File: src/rtl/bp_be_irq_scheduler_pkg.sv
// Shared types for the backend interrupt-entry scheduler.
package bp_be_pkg;

   typedef enum logic [2:0] {
      e_run,
      e_block,
      e_drain,
      e_take,
      e_wait
   } bp_be_irq_sched_state_e;

   function automatic int cnt_width(input int max_val);
      return (max_val > 0) ? $clog2(max_val + 1) : 1;
   endfunction

endpackage

File: src/rtl/bp_be_irq_scheduler_if.sv
// Signal bundle between the system pipe / dispatch / calculator and the scheduler.
interface bp_be_irq_scheduler_if #(
   parameter int inflight_max_p = 4
);
   localparam int cnt_width_lp = $clog2(inflight_max_p + 1);

   logic                    interrupt_ready_i;
   logic                    dispatch_v_i;
   logic                    retire_v_i;
   logic                    commit_v_i;
   logic                    pipe_mem_ready_i;
   logic                    pipe_long_ready_i;
   logic                    ptw_busy_i;
   logic                    flush_i;
   logic                    dispatch_ready_o;
   logic                    interrupt_v_o;
   logic [cnt_width_lp-1:0] inflight_o;
   logic                    err_o;

   modport master (
      output interrupt_ready_i, dispatch_v_i, retire_v_i, commit_v_i,
             pipe_mem_ready_i, pipe_long_ready_i, ptw_busy_i, flush_i,
      input  dispatch_ready_o, interrupt_v_o, inflight_o, err_o
   );

   modport slave (
      input  interrupt_ready_i, dispatch_v_i, retire_v_i, commit_v_i,
             pipe_mem_ready_i, pipe_long_ready_i, ptw_busy_i, flush_i,
      output dispatch_ready_o, interrupt_v_o, inflight_o, err_o
   );
endinterface

File: src/rtl/bp_be_irq_scheduler_counter.sv
// Saturating up/down in-flight counter with synchronous clear and sticky error.
module bp_be_inflight_counter #(
   parameter  int max_p    = 4,
   localparam int width_lp = $clog2(max_p + 1)
) (
   input  logic                clk_i,
   input  logic                reset_i,
   input  logic                clear_i,
   input  logic                up_i,
   input  logic                down_i,
   output logic [width_lp-1:0] count_o,
   output logic                err_o
);

   always_ff @(posedge clk_i) begin
      if (reset_i) begin
         count_o <= '0;
         err_o   <= 1'b0;
      end else if (clear_i) begin
         count_o <= '0;
      end else if (up_i && !down_i) begin
         if (count_o == width_lp'(max_p)) err_o <= 1'b1;
         else                             count_o <= count_o + 1'b1;
      end else if (down_i && !up_i) begin
         if (count_o == '0) err_o   <= 1'b1;
         else               count_o <= count_o - 1'b1;
      end
   end

endmodule

File: src/rtl/bp_be_irq_scheduler.sv
// Interrupt-entry sequencer: block dispatch, drain, strobe take, wait for flush.
module bp_be_irq_scheduler
   import bp_be_pkg::*;
#(
   parameter int inflight_max_p = 4,
   parameter int drain_guard_p  = 2
) (
   input logic               clk_i,
   input logic               reset_i,
   bp_be_irq_scheduler_if.slave irq
);

   localparam int cnt_width_lp   = $clog2(inflight_max_p + 1);
   localparam int guard_width_lp = cnt_width(drain_guard_p);

   bp_be_irq_sched_state_e    state_r, state_n;
   logic [guard_width_lp-1:0] guard_r, guard_n;
   logic [cnt_width_lp-1:0]   inflight;
   logic                      err;
   logic                      quiet;

   bp_be_inflight_counter #(.max_p(inflight_max_p)) counter (
      .clk_i   (clk_i),
      .reset_i (reset_i),
      .clear_i (irq.flush_i),
      .up_i    (irq.dispatch_v_i),
      .down_i  (irq.retire_v_i),
      .count_o (inflight),
      .err_o   (err)
   );

   assign quiet = (inflight == '0) & irq.pipe_mem_ready_i & irq.pipe_long_ready_i
                & ~irq.commit_v_i & ~irq.ptw_busy_i;

   always_ff @(posedge clk_i) begin
      if (reset_i) begin
         state_r <= e_run;
         guard_r <= '0;
      end else begin
         state_r <= state_n;
         guard_r <= guard_n;
      end
   end

   // Guard only counts consecutive quiet cycles inside e_drain; any disturbance restarts it.
   always_comb begin
      state_n = state_r;
      guard_n = '0;
      unique case (state_r)
         e_run:   if (irq.interrupt_ready_i && !irq.ptw_busy_i) state_n = e_block;
         e_block: state_n = irq.flush_i ? e_run : e_drain;
         e_drain: begin
            if (irq.flush_i || !irq.interrupt_ready_i) begin
               state_n = e_run;
            end else if (quiet) begin
               if (guard_r == guard_width_lp'(drain_guard_p)) state_n = e_take;
               else                                          guard_n = guard_r + 1'b1;
            end
         end
         e_take:  state_n = irq.flush_i ? e_run : e_wait;
         e_wait:  if (irq.flush_i) state_n = e_run;
         default: state_n = e_run;
      endcase
   end

   assign irq.dispatch_ready_o = (state_r == e_run);
   assign irq.interrupt_v_o    = (state_r == e_take);
   assign irq.inflight_o       = inflight;
   assign irq.err_o            = err;

endmodule

File: src/flat_wrapper.sv
// flat-port wrapper written by rule: the top's interface ports become plain ports
module bp_be_irq_scheduler_flat import bp_be_pkg::*;
#(
   parameter int inflight_max_p = 4,
   parameter int drain_guard_p  = 2
)
  (clk_i, reset_i, irq_interrupt_ready_i, irq_dispatch_v_i, irq_retire_v_i, irq_commit_v_i, irq_pipe_mem_ready_i, irq_pipe_long_ready_i, irq_ptw_busy_i, irq_flush_i, irq_dispatch_ready_o, irq_interrupt_v_o, irq_inflight_o, irq_err_o);
  bp_be_irq_scheduler_if #(.inflight_max_p(inflight_max_p)) irq_i ();
  input logic clk_i;
  input logic reset_i;
  input wire logic [$bits(irq_i.interrupt_ready_i)-1:0] irq_interrupt_ready_i;
  input wire logic [$bits(irq_i.dispatch_v_i)-1:0] irq_dispatch_v_i;
  input wire logic [$bits(irq_i.retire_v_i)-1:0] irq_retire_v_i;
  input wire logic [$bits(irq_i.commit_v_i)-1:0] irq_commit_v_i;
  input wire logic [$bits(irq_i.pipe_mem_ready_i)-1:0] irq_pipe_mem_ready_i;
  input wire logic [$bits(irq_i.pipe_long_ready_i)-1:0] irq_pipe_long_ready_i;
  input wire logic [$bits(irq_i.ptw_busy_i)-1:0] irq_ptw_busy_i;
  input wire logic [$bits(irq_i.flush_i)-1:0] irq_flush_i;
  output wire logic [$bits(irq_i.dispatch_ready_o)-1:0] irq_dispatch_ready_o;
  output wire logic [$bits(irq_i.interrupt_v_o)-1:0] irq_interrupt_v_o;
  output wire logic [$bits(irq_i.inflight_o)-1:0] irq_inflight_o;
  output wire logic [$bits(irq_i.err_o)-1:0] irq_err_o;
  assign irq_i.interrupt_ready_i = irq_interrupt_ready_i;
  assign irq_i.dispatch_v_i = irq_dispatch_v_i;
  assign irq_i.retire_v_i = irq_retire_v_i;
  assign irq_i.commit_v_i = irq_commit_v_i;
  assign irq_i.pipe_mem_ready_i = irq_pipe_mem_ready_i;
  assign irq_i.pipe_long_ready_i = irq_pipe_long_ready_i;
  assign irq_i.ptw_busy_i = irq_ptw_busy_i;
  assign irq_i.flush_i = irq_flush_i;
  assign irq_dispatch_ready_o = irq_i.dispatch_ready_o;
  assign irq_interrupt_v_o = irq_i.interrupt_v_o;
  assign irq_inflight_o = irq_i.inflight_o;
  assign irq_err_o = irq_i.err_o;
  bp_be_irq_scheduler #(.inflight_max_p(inflight_max_p), .drain_guard_p(drain_guard_p)) u_core (.clk_i(clk_i), .reset_i(reset_i), .irq(irq_i));
endmodule
File: config.mk
export PLATFORM = sky130hd
export DESIGN_NAME = bp_be_irq_scheduler_flat
export DESIGN_NICKNAME = d
export VERILOG_FILES = /design/src/rtl/bp_be_irq_scheduler_pkg.sv /design/src/rtl/bp_be_irq_scheduler_if.sv /design/src/rtl/bp_be_irq_scheduler_counter.sv /design/src/rtl/bp_be_irq_scheduler.sv /design/src/flat_wrapper.sv
export SDC_FILE = /design/constraint.sdc
export NUM_CORES = 1
export LEC_CHECK = 0
export CELL_PAD_IN_SITES_DETAIL_PLACEMENT = 2
export CELL_PAD_IN_SITES_GLOBAL_PLACEMENT = 2
export CORE_MARGIN = 1
export CORE_UTILIZATION = 32
export DETAILED_ROUTE_END_ITERATION = 8
export DONT_BUFFER_PORTS = 1
export PLACE_DENSITY_LB_ADDON = 0.1
export RECOVER_POWER = 50
export SLEW_MARGIN = 20
export SYNTH_ARGS = -nofsm -noshare
export SYNTH_HDL_FRONTEND = slang
export SYNTH_SLANG_ARGS = --single-unit
export TNS_END_PERCENT = 20
File: constraint.sdc
create_clock -name clk_i -period 2.15 [get_ports clk_i]
set_input_delay 0.5375 -clock clk_i [delete_from_list [all_inputs] [get_ports clk_i]]
set_output_delay 0.5375 -clock clk_i [all_outputs]
set_load 0.03 [all_outputs]
==> metrics.md <==
| Metric | Value |
|---|---|
| Row cnt | `13` |
| Core area | `1370 um^2` |
| Hold Startpoint | `reset_i` |
| Hold WS | `around 340 ps` |
| Post-Place Worst Slack | `188 ps` |
| Top cells by area, synth | `dfxtp_1 (37%), ha_1 (5.1%), nor4_1 (5.1%)` |
| Ys flop type | `dfxtp_1` |
| Largest net degree at the start of global routing | `8` |
| Final Setup Violations | `0` |
| Register bit total from synthesis | `9` |
| Slew Limit Fails | `0` |
| Clock Path Buffers | `2` |
| Hold EP | `u_core.counter.err_o$_SDFFE_PP0P_` |
| CP Buf/Inv Count | `0` |
| CP arrival | `1300 ps` |
| Syn nets | `~70` |
| Port buffer count | `0` |
| Most frequent cells in the layout | `dfxtp_1 (9), nand2_1 (5), nor2_1 (5), nor4_1 (4)` |
| Clk_lat worst skew | `260 ps` |
| Worst Tran Pin Value | `607 ps` |
| Cell family with most CP delay | `simple AND/OR/NAND/NOR gates` |
| Final Cell Area | `roughly 540 um^2` |
| Fillers | `167` |
| Most common cell after layout, fill and taps aside | `dfxtp_1` |
| Worst reg2reg setup slack | `470 ps` |
| H-tree depth | `1` |
| Pleak | `between 0.15 and 0.2 nW` |
| Overflow after GRT | `0` |
| Tmin final | `approximately 1800 ps` |
| Tot GR Track Use | `18.9%` |
| Initial antenna violation count | `0` |
| Crit path capture type | `output port` |
| First-pass GRT wire length | `1990 um` |
| WP data required | `1610 ps` |
| Routed WL per cell | `17.2 um` |
| Clock skew after layout | `0.289 ps` |
| Initial drt markers | `2` |
| Post-synthesis sequential area ratio | `36.8%` |
| IO Count | `16` |
| Share of layout cells above drive strength 1 | `11.7%` |
| Worst-path fanout max | `7` |
| Largest area contributor in the netlist | `dfxtp_1` |
| Root Buffer | `clkbuf_4` |
| Crit path launch type | `register` |
| RR Endpoint | `u_core.counter.count_o[2]$_SDFFE_PP0P_` |
| Fin Setup TNS | `0 ps` |
| Worst R2R Start | `u_core.counter.count_o[0]$_SDFFE_PP0P_` |
| Via density | `5.95` |
| Cell variety after synth | `28` |
| Post-synth EDFFs | `0` |
| Syn Inst Count | `55` |
| Worst Reg2Reg Path Length in Cells | `4` |
| RD Place Congestion | `0.711` |
| Hold WC Path Type | `in2reg` |
| TritonCTS Buffers | `3` |
| Cell chain of the critical path | `nand2_1 -> nor2_1` |
| Max stage delay on crit path | `480 ps` |
| Ys async rst share | `0%` |
| Final setup margin | `roughly 310 ps` |
| Final hold vios | `0` |
| Hold Path Cell Cnt | `1` |
| CTS Sinks | `9` |
| Via count | `446` |
| Slew headroom | `59.4%` |
| Area after DPL | `roughly 520 um^2` |
| Cell area after synthesis | `489 um^2` |
| Die height | `41.1 um` |
| CTS tree | `done` |
| Clock Pin Slew Worst Setup and Hold Paths | `roughly 60 ps` |
| Starting Density | `roughly 36%` |
| Power density over the cells | `683 nW/um^2` |
| Number of diodes | `0` |
| Max-cap violations | `0` |
| Vias in the first global route | `450` |
| Die area | `1690 um^2` |
| Worst vdd ir | `349 uV` |
| Worst Path Class, Setup | `reg2out` |
| RSZ-0062 raised after global routing | `no` |
| Yosys warning count | `0` |
| Syn_area_per_cell | `slightly below 9 um^2` |
| Final wirelength | `1290 um` |
| Final #Nets | `74` |
| Cts hold-fix bufs | `0` |
| Share of the synthesized area in the top cell type | `approximately 37%` |
| Status | `complete, no violations` |
| Post-DRT Antenna Nets | `0` |
| Post-CTS Setup Repair Bufs | `0` |
| CP max stage cell | `nor2_1` |
| # DRC | `0` |
| Final Cycle Share | `between 80 and 90%` |
| Max Fclk | `roughly 540 MHz` |
| DIE WIDTH | `41.1 um` |
| Crit path from | `u_core.state_r[0]$_SDFFE_PP0P_` |
| Detailed placement HPWL | `999 um` |
| Synthesis-to-finish area growth | `10.2%` |
| # resized after CTS | `0` |
| First drt pass iteration count | `2` |
==> report_power, final <==
group          leakage (nW)  switching [W]  internal (W)
registers            0.0730      0.0000152      0.000172
clock network        0.0150      0.0000634     0.0000718
logic                 0.106      0.0000245     0.0000213
==> cell usage after synthesis, drive strengths merged (2+ instances only) <==
cell type	n
or2	2
nor4	4
mux2i	2
dfxtp	9
nor2	5
nor3	2
a21oi	3
inv	3
ha	2
o21a	2
nand2	5
==> cell families (layout without fill, tap and decap cells) <==
kind of cell	Yosys count	in the layout	synth area share (%)
and+or+nand+nor	27	27	31.0
xor gates and xnor gates	2	2	3.58
adders and majority gates	3	3	9.21
muxes	3	3	6.39
AOI/OAI and AO/OA	8	8	10.7
DFF	9	9	36.8
buffers and inverters	3	8	2.30
==> registers in the layout, indices dropped and copies added (netlist names) <==
register and count:
u_core.guard_r 2, u_core.state_r 3, u_core.counter.count_o 3, u_core.counter.err_o 1
==> per-stage QoR <==
step	cells	utilization, %	power, W
after floorplan	55	-	0.000225
after global placement	71	37.7	0.000232
after detailed placement	71	37.7	0.000237
after CTS	75	39.7	0.000375
after global routing	75	39.5	0.000386
final	75	39.5	0.000368
==> metal layers <==
| metal | part of all wire (%) | wire length [um] | track usage (%) | up-vias |
|---|---|---|---|---|
| met5 | 0 | 0 | 0 | - |
| met4 | 1.3 | 17 | 12.1 | 0 |
| met3 | 5.1 | 66 | 4.89 | 4 |
| met2 | 47 | 611 | 28.9 | 11 |
| met1 | 46 | 593 | 23.2 | 220 |
| li1 | - | - | - | 211 |
==> how the worst max path moves through the flow <==
stage	to	slack [ps]	cells past startpoint
6_report	irq_interrupt_v_o	310	2
5_1_grt	irq_interrupt_v_o	220	2
4_1_cts	irq_interrupt_v_o	290	2
3_5_place_dp	u_core.counter.count_o[2]$_SDFFE_PP0P_	190	7
3_3_place_gp	u_core.counter.count_o[2]$_SDFFE_PP0P_	270	7
2_1_floorplan	u_core.counter.count_o[2]$_SDFFE_PP0P_	300	7
==> layout make-up <==
cell class	instances	area (um^2)	area share (%)
multi-input cells	43	295	54.8
flip-flops and latches	9	180	33.4
clock buffers	4	26.3	4.87
well taps	15	18.8	3.48
inverters	3	11.3	2.09
repair buffers	1	7.51	1.39
(Power assumes the default switching activity.)
